--- src/rtl/approx_err_monitor_pkg.sv ---
// Shared widths and FSM encoding for the approximate-adder error monitor.
package approx_err_monitor_pkg;
  localparam int OP_W  = 8;
  localparam int SUM_W = 9;
  localparam int CNT_W = 16;
  localparam int ACC_W = 24;

  typedef enum logic [1:0] {
    ST_IDLE = 2'd0,
    ST_RUN  = 2'd1,
    ST_DONE = 2'd2
  } state_e;
endpackage

--- src/rtl/approx_err_monitor_err_distance.sv ---
// Combinational error distance between the exact sum a+b and an approximate sum.
module err_distance
  import approx_err_monitor_pkg::*;
(
  input  logic [OP_W-1:0]  a_i,
  input  logic [OP_W-1:0]  b_i,
  input  logic [SUM_W-1:0] approx_sum_i,
  output logic [SUM_W-1:0] ed_o,
  output logic             ne_o
);
  logic [SUM_W-1:0] exact;

  assign exact = {1'b0, a_i} + {1'b0, b_i};
  assign ed_o  = (exact >= approx_sum_i) ? (exact - approx_sum_i) : (approx_sum_i - exact);
  assign ne_o  = (exact != approx_sum_i);
endmodule

--- src/rtl/approx_err_monitor.sv ---
// Windowed error statistics for an upstream approximate adder.
// Define APPROX_MAX_ED_EN to build the max error distance tracker.
module approx_err_monitor
  import approx_err_monitor_pkg::*;
(
  input  logic             clk,
  input  logic             rst,
  input  logic             start,
  input  logic [CNT_W-1:0] n_samples,
  input  logic             clear,
  input  logic             in_valid,
  output logic             in_ready,
  input  logic [OP_W-1:0]  a,
  input  logic [OP_W-1:0]  b,
  input  logic [SUM_W-1:0] approx_sum,
  output logic             busy,
  output logic             done,
  output logic [CNT_W-1:0] err_count,
  output logic [ACC_W-1:0] sum_ed,
  output logic [SUM_W-1:0] max_ed
);
  state_e           state_q, state_d;
  logic [CNT_W-1:0] n_q, n_d, cnt_q, cnt_d, err_q, err_d, cnt_inc;
  logic [ACC_W-1:0] sum_q, sum_d;
  logic [ACC_W:0]   sum_ext;
  logic [SUM_W-1:0] ed;
  logic             ne, accept;

  err_distance u_ed (
    .a_i          (a),
    .b_i          (b),
    .approx_sum_i (approx_sum),
    .ed_o         (ed),
    .ne_o         (ne)
  );

  // Handshake and status are pure state decodes, so no input reaches them combinationally.
  assign in_ready = (state_q == ST_RUN);
  assign busy     = (state_q == ST_RUN);
  assign done     = (state_q == ST_DONE);
  assign accept   = in_valid & in_ready;
  assign cnt_inc  = cnt_q + 16'd1;
  assign sum_ext  = {1'b0, sum_q} + {{(ACC_W+1-SUM_W){1'b0}}, ed};

  always_comb begin
    state_d = state_q;
    n_d     = n_q;
    cnt_d   = cnt_q;
    err_d   = err_q;
    sum_d   = sum_q;
    case (state_q)
      ST_IDLE: if (start) begin
        n_d     = n_samples;
        cnt_d   = '0;
        err_d   = '0;
        sum_d   = '0;
        state_d = (n_samples != '0) ? ST_RUN : ST_DONE;
      end
      ST_RUN: if (accept) begin
        cnt_d = cnt_inc;
        if (ne && (err_q != '1)) err_d = err_q + 16'd1;
        sum_d = sum_ext[ACC_W] ? '1 : sum_ext[ACC_W-1:0];
        if (cnt_inc == n_q) state_d = ST_DONE;
      end
      ST_DONE: if (clear) state_d = ST_IDLE;
      default: state_d = ST_IDLE;
    endcase
  end

  always_ff @(posedge clk or posedge rst) begin
    if (rst) begin
      state_q <= ST_IDLE;
      n_q     <= '0;
      cnt_q   <= '0;
      err_q   <= '0;
      sum_q   <= '0;
    end else begin
      state_q <= state_d;
      n_q     <= n_d;
      cnt_q   <= cnt_d;
      err_q   <= err_d;
      sum_q   <= sum_d;
    end
  end

  assign err_count = err_q;
  assign sum_ed    = sum_q;

`ifdef APPROX_MAX_ED_EN
  logic [SUM_W-1:0] max_q, max_d;
  logic             clr_acc;

  assign clr_acc = (state_q == ST_IDLE) && start;

  always_comb begin
    max_d = max_q;
    if (clr_acc) max_d = '0;
    else if (accept && (ed > max_q)) max_d = ed;
  end

  always_ff @(posedge clk or posedge rst) begin
    if (rst) max_q <= '0;
    else     max_q <= max_d;
  end

  assign max_ed = max_q;
`else
  assign max_ed = '0;
`endif
endmodule

--- config.mk ---
export PLATFORM = sky130hd
export DESIGN_NAME = approx_err_monitor
export DESIGN_NICKNAME = d
export VERILOG_FILES = /design/src/rtl/approx_err_monitor_pkg.sv /design/src/rtl/approx_err_monitor_err_distance.sv /design/src/rtl/approx_err_monitor.sv
export SDC_FILE = /design/constraint.sdc
export NUM_CORES = 1
export LEC_CHECK = 0
export ABC_AREA = 0
export CAP_MARGIN = 15
export CORE_ASPECT_RATIO = 0.75
export CORE_MARGIN = 8
export CORE_UTILIZATION = 40
export CTS_BUF_LIST = sky130_fd_sc_hd__clkbuf_8 sky130_fd_sc_hd__clkbuf_16
export DETAILED_ROUTE_END_ITERATION = 12
export PLACE_DENSITY = 0.62
export SKIP_CTS_REPAIR_TIMING = 1
export SLEW_MARGIN = 20
export SYNTH_ARGS = -nofsm -noshare
export SYNTH_HDL_FRONTEND = slang
export SYNTH_HIERARCHICAL = 1
export SYNTH_SLANG_ARGS = --single-unit
--- constraint.sdc ---
create_clock -name clk -period 3.3 [get_ports clk]
set_input_delay 0.33 -clock clk [delete_from_list [all_inputs] [get_ports clk]]
set_output_delay 0.33 -clock clk [all_outputs]
set_load 0.005 [all_outputs]
==> results of run 1 <==
[worst min-delay path: stages (launching register included)]
cell,delay (ps)
dfrtp_1,360
nand2_1,50
nand2_1,50
[worst min path at each step]
stage | startpoint | to | slack [ps]
floorplan | n_samples[0] | n_q[0]$_DFFE_PP0P_ | 440
global placement | n_q[11]$_DFFE_PP0P_ | n_q[11]$_DFFE_PP0P_ | 490
detailed placement | n_q[2]$_DFFE_PP0P_ | n_q[2]$_DFFE_PP0P_ | 490
CTS | n_q[2]$_DFFE_PP0P_ | n_q[2]$_DFFE_PP0P_ | 500
global route | n_q[2]$_DFFE_PP0P_ | n_q[2]$_DFFE_PP0P_ | 530
finish | n_q[2]$_DFFE_PP0P_ | n_q[2]$_DFFE_PP0P_ | 500
[metrics by stage]
stage	std cells	utilization [%]	area, um^2	hold slack (ps)
global route	997	57.4	7840	526
floorplan	664	-	5670	435
global placement	972	52.6	7180	490
detailed placement	972	52.6	7180	489
CTS	988	54.9	7500	504
finish	997	57.4	7840	499
[cells in the mapped netlist, drive strengths merged (6+ instances only)]
master,count
nor4,10
and4,8
nor3,18
and2,8
xor2,22
inv,34
nor2,41
nand2,84
nand4,16
o21ai,43
xnor2,31
a31oi,11
a21oi,53
buf,19
ha,36
mux2i,11
dfrtp,74
and3,8
clkbuf,16
o21a,6
a21o,11
nand3,23
nand2b,7
[logic make-up (layout without fill, tap and decap cells)]
family | count (synthesis) | count (layout) | synth area share [%]
and+or+nand+nor | 244 | 244 | 22.6
muxes | 13 | 13 | 2.44
AOI/OAI and AO/OA | 162 | 162 | 18.1
other | 1 | 9 | 0.0672
adders and majority gates | 40 | 40 | 9.51
buffers and inverters | 69 | 227 | 5.81
DFF | 74 | 74 | 33.2
xor gates and xnor gates | 53 | 53 | 8.32
[power by group through the flow]
stage	combinational, W	sequential, W	clock (W)
3_3_place_gp	0.00258	0.00138	0
2_1_floorplan	0.00161	0.00130	0
3_5_place_dp	0.00262	0.00138	0
5_1_grt	0.00309	0.00140	0.00113
6_report	0.00279	0.00137	0.00106
4_1_cts	0.00264	0.00137	0.00108
[per-layer routing]
layer	GRT usage (%)	up-vias	part of all wire [%]
met5	0	-	0
met4	3.67	0	0.67
met3	2.95	9	5.4
met2	24.5	133	43
met1	24.9	2499	51
li1	-	2644	-
[sequential cells by signal, summed over array words and instances, names as in the netlist]
name / cells
n_q: 16
err_count: 16
cnt_q: 16
state_q: 2
sum_ed: 24
[layout make-up]
cell class / instances / area, um^2 / share of cell area [%]
Clock buffer: 9 / 225 / 2.87
Timing Repair Buffer: 177 / 1580 / 20.2
Inverter: 34 / 128 / 1.63
Clock inverter: 7 / 93.8 / 1.20
Multi-Input combinational cell: 521 / 3730 / 47.7
Sequential cell: 74 / 1850 / 23.6
Tap cell: 175 / 219 / 2.79
==> impl_metrics.csv, run 1 <==
group,metric,value,unit
status,status,"finished, violations left",
status,violations,"setup timing",
synthesis,synth_top_area_share,33.2,%
critical_path,cp-start-kind,"input port",
grt,grt_max_degree,75,
floorplan,fp.dieH,118,um
timing,skew,10.7,ps
critical_path,cp_num_buf_inv,1,
grt,track_usage,16.7,%
placed_design,globalplace.congestion,0.831,
timing,post-route-period-util,138,%
timing,finalSetupTns,-28160,ps
power_and_ir_drop,p_comb_share,53.5,%
drt,antenna_left,0,
clock_network,clk_latency,330,ps
grt,grt_pass1_wl,25400,um
power_and_ir_drop,clock_power_share,20.3,%
synthesis,synth_area_leaders,"dfrtp_1 33%, ha_1 8.1%, nand2_1 5.7%",
power_and_ir_drop,peakVddDrop,352,uV
synthesis,synth-main-ff-cell,"dfrtp_1",
timing,drv_slew,0,
cells_and_area,num-fill-cells,1196,
run,cap_violations,0,
floorplan,dieArea,0.0180,mm^2
floorplan,fp.dieW,152,um
floorplan,pin_count,98,
synthesis,synth_area_per_cell,8.51,um^2
timing,setup_viol,24,
timing,worst_slew_margin_rel,31.7,%
grt,antenna_found_initial,0,
timing,grt_setup_unrepaired,"true",
drt,via_per_inst,5.30,
clock_network,cts_tree,"yes",
worst_hold_path,worstHoldPathCells,2,
floorplan,rows,37,
synthesis,synth_seq_area_share,33.2,%
drt,routed_wl,15500,um
worst_hold_path,hold_class,"reg -> reg",
synthesis,ys_seq_elements,74,
drt,vias,5285,
cells_and_area,final_cell_mix,"87 x buf_4, 83 x nand2_1, 78 x clkdlybuf4s50_1",
synthesis,synth_cell_type_count,68,
critical_path,slowest_stage,"a211o_2",
critical_path,r2r-start,"cnt_q[0]$_DFFE_PP0P_",
synthesis,yosys_warnings,6,
cells_and_area,final_common_cell,"buf_4",
critical_path,path_cells,"dlymetal6s2s_1 > ha_4 > fa_2 > a21o_1 > a21oi_2 > o21ai_1 > a21oi_2 > xnor2_2 > ha_4 > nand4_1 > nor2_2 > o21ai_2 > nand2b_1 > mux2i_1 > mux2i_1 > ha_1 > a21o_1 > a21o_1 > a211o_2 > or3b_4 > and2_4 > a41oi_2",
synthesis,async_reset_ff_share,100,%
timing,hold_viol,0,
grt,overflow,0,
power_and_ir_drop,power.total,0.00523,W
clock_network,cts_buffers,9,
critical_path,critPathLaunch,"b[0]",
critical_path,worstPathArrival,4740,ps
timing,fin_crit,4550,ps
critical_path,path_class,"in -> reg",
critical_path,worstSetupEndpointType,"flip-flop",
grt,grt_pass1_vias,4999,
cells_and_area,layout.nets,903,
clock_network,clockBufferDepth,2,
placed_design,dp_hpwl,11600,um
drt,dr.pass1.iters,5,
floorplan,start_util,40.9,%
drt,post-route-drc-count,0,
placed_design,preCtsSetupSlack,-1880,ps
power_and_ir_drop,power_frac_seq,26.2,%
drt,wire_per_inst,15.5,um
critical_path,cpPeakStageDelay,360,ps
timing,max_freq,220,MHz
cells_and_area,n_antenna_cell,0,
timing,worstMarginPinSlew,1020,ps
power_and_ir_drop,p_leak,3.55,nW
critical_path,cp_top_family,"compound AO/OA/AOI/OAI gates",
power_and_ir_drop,swShare,36.9,%
power_and_ir_drop,power.internal,0.00330,W
power_and_ir_drop,power-per-cell-area,667,mW/mm^2
clock_network,clkTransAtPathRegs,70,ps
critical_path,critPathMaxFanout,7,
critical_path,reg2reg_to,"state_q[0]$_DFFE_PP0P_",
cells_and_area,drive_above_1_share,21.3,%
critical_path,cp_common_cell,"a21o_1",
synthesis,syn_area,0.00558,mm^2
critical_path,rrSetupSlack,810,ps
power_and_ir_drop,p_sw,0.00193,W
floorplan,core,0.0137,mm^2
drt,drt_iter0_drc,336,
cells_and_area,area_growth_syn_to_layout,40.4,%
synthesis,syn-instance-count,656,
synthesis,synth_top_cell_by_area,"dfrtp_1",
timing,layout_setup_ws,-1250,ps
placed_design,port-buffer-count,88,
critical_path,crit_cells,22,
synthesis,synth_edf_count,0,
clock_network,cts_root_buffer,"clkbuf_16",
clock_network,h-tree-depth,3,
critical_path,crit_path_end,"sum_ed[19]$_DFFE_PP0P_",
critical_path,reg2regPathDepth,7,
critical_path,required,3500,ps
clock_network,cts.sink_count,74,
Note: power is estimated with default switching activity, not from simulation.
==> inputs of run 2 (changes only) <==
- CORE_MARGIN: 8 -> unset
==> run 2 against run 1 <==
  * The run ends with DRC, setup timing left
  * Worst hold slack worse by 8.1 ps
  * Highest routed layer unchanged
  * Sequential share of layout area is 0.17 points higher
  * Core utilization is 1.2 points higher
  * Sequential cell count stayed put
  * Register-to-register slack worse by 60 ps
  * Global-route usage is 4.4 points higher
  * Fmax is 0.40% higher
  * Die area is 20% lower
  * Power is 2.4% lower
  * Clock skew is 4.8 ps lower
  * Design area is 0.73% lower
  * Critical path type unchanged
  * Sequential power hardly changed
==> impl_metrics.csv, run 2 (synthesis results as in run 1) <==
group,metric,value,unit
status,status,"finished, violations left",
status,violations,"DRC, setup timing",
placed_design,dp_hpwl,11500,um
floorplan,rows,36,
cells_and_area,num-fill-cells,1126,
worst_hold_path,hold_class,"in -> async",
timing,setup_viol,27,
timing,drv_slew,0,
clock_network,cts_root_buffer,"clkbuf_16",
timing,worstMarginPinSlew,894,ps
drt,vias,5391,
floorplan,pin_count,98,
grt,grt_pass1_wl,24700,um
drt,wire_per_inst,15.7,um
cells_and_area,final_util,58.5,%
cells_and_area,drive_above_1_share,20.8,%
cells_and_area,largest_reg_flops,24,
critical_path,critPathMaxFanout,7,
timing,skew,5.88,ps
drt,post-route-drc-count,14,
placed_design,placed_cell_area,0.00715,mm^2
clock_network,cts_tree,"yes",
cells_and_area,post-route-cell-area,0.00778,mm^2
clock_network,cts_buffers,9,
power_and_ir_drop,p_leak,3.53,nW
cells_and_area,finalNonFillerCells,988,
critical_path,worstSetupEndpointType,"flip-flop",
grt,antenna_found_initial,0,
critical_path,required,3490,ps
timing,grt_setup_unrepaired,"true",
cells_and_area,seqCellArea,0.00185,mm^2
timing,fin_crit,4530,ps
placed_design,globalplace.congestion,0.935,
timing,max_freq,221,MHz
placed_design,dpl.cell_count,963,
timing,holdWs,491,ps
floorplan,core,0.0133,mm^2
critical_path,cp-start-kind,"input port",
cells_and_area,area_growth_syn_to_layout,39.4,%
critical_path,path_class,"in -> reg",
grt,track_usage,21.1,%
clock_network,clockBufferDepth,2,
cells_and_area,final_cell_mix,"83 x buf_4, 82 x nand2_1, 78 x clkdlybuf4s50_1",
critical_path,r2r-start,"cnt_q[4]$_DFFE_PP0P_",
timing,finalSetupTns,-27740,ps
grt,overflow,0,
clock_network,h-tree-depth,3,
drt,dr.pass1.iters,11,
drt,routed_wl,15500,um
power_and_ir_drop,peakVddDrop,364,uV
floorplan,fp.dieW,138,um
drt,antenna_left,0,
critical_path,reg2regPathDepth,6,
cells_and_area,final_common_cell,"buf_4",
floorplan,fp.dieH,104,um
cells_and_area,multiInputGateArea,0.00374,mm^2
placed_design,port-buffer-count,88,
clock_network,cts.sink_count,74,
clock_network,clk_latency,330,ps
floorplan,dieArea,0.0144,mm^2
grt,grt_pass1_vias,4840,
drt,via_per_inst,5.46,
timing,post-route-period-util,137,%
timing,worst_slew_margin_rel,39.8,%
power_and_ir_drop,power-per-cell-area,656,mW/mm^2
clock_network,clkTransAtPathRegs,60,ps
cells_and_area,layout.nets,899,
timing,layout_setup_ws,-1230,ps
grt,grt_max_degree,44,
floorplan,start_util,42.0,%
timing,hold_viol,0,
critical_path,worstPathArrival,4720,ps
cells_and_area,n_antenna_cell,0,
critical_path,rrSetupSlack,750,ps
run,cap_violations,0,
critical_path,reg2reg_to,"state_q[0]$_DFFE_PP0P_",
drt,drt_iter0_drc,425,
[run 2: cell types whose count changed in the layout (fill, tap and decap cells not counted), moves of 2 or more]
cell,change
clkbuf_8,+4
a21oi_1,+3
o21ai_0,-2
bufinv_16,-2
buf_4,-4
nor3_2,-3
nor3_1,+3
a21oi_2,-2
[run 2: how the worst max path moves through the flow]
stage | start | slack, ps | endpoint
final | a[0] | -1230 | sum_ed[19]$_DFFE_PP0P_
after global routing | b[1] | -1420 | sum_ed[19]$_DFFE_PP0P_
after CTS | a[1] | -1540 | sum_ed[11]$_DFFE_PP0P_
after detailed placement | a[1] | -1870 | sum_ed[19]$_DFFE_PP0P_
after global placement | a[1] | -1750 | sum_ed[19]$_DFFE_PP0P_
after floorplan | a[0] | -1090 | sum_ed[19]$_DFFE_PP0P_
[run 2: layout make-up]
cell class	instances	share of cell area, %
multi-input cells	521	48.0
inverters	34	1.64
repair buffers	173	20.0
clock inverters	2	0.129
well taps	171	2.75
clock buffers	13	3.60
flip-flops and latches	74	23.8
[run 2: per-layer routing]
| layer | vias to the layer above | GRT usage, % | share of wire [%] |
|---|---|---|---|
| met1 | 2604 | 32.7 | 51 |
| met5 | - | 0 | 0 |
| met4 | 0 | 2.81 | 0.30 |
| li1 | 2628 | - | - |
| met2 | 153 | 30.7 | 44 |
| met3 | 6 | 3.73 | 5.2 |
[run 2: power breakdown]
group / total [W] / internal, W / switching (W)
clock network: 0.000945 / 0.000584 / 0.000360
registers: 0.00136 / 0.00112 / 0.000244
logic: 0.00280 / 0.00148 / 0.00132
[run 2: critical path, stage by stage]
cell	delay [ps]
dlymetal6s2s_1	150
ha_4	170
fa_2	360
a21o_1	190
a21oi_2	160
o21ai_2	90
a21oi_2	220
xnor2_2	120
ha_4	310
nand4_1	140
nor2_2	170
o21ai_2	100
nand2b_1	110
mux2i_1	230
mux2i_1	260
ha_1	290
a21o_1	200
a21o_1	200
a211o_2	350
or3b_4	260
and2_4	190
a41oi_2	90
[run 2: stage by stage]
step	total power [W]	setup WS [ps]
final	0.00510	-1230
after global routing	0.00547	-1420
after CTS	0.00491	-1540
after detailed placement	0.00394	-1870
after global placement	0.00388	-1750
after floorplan	0.00291	-1090
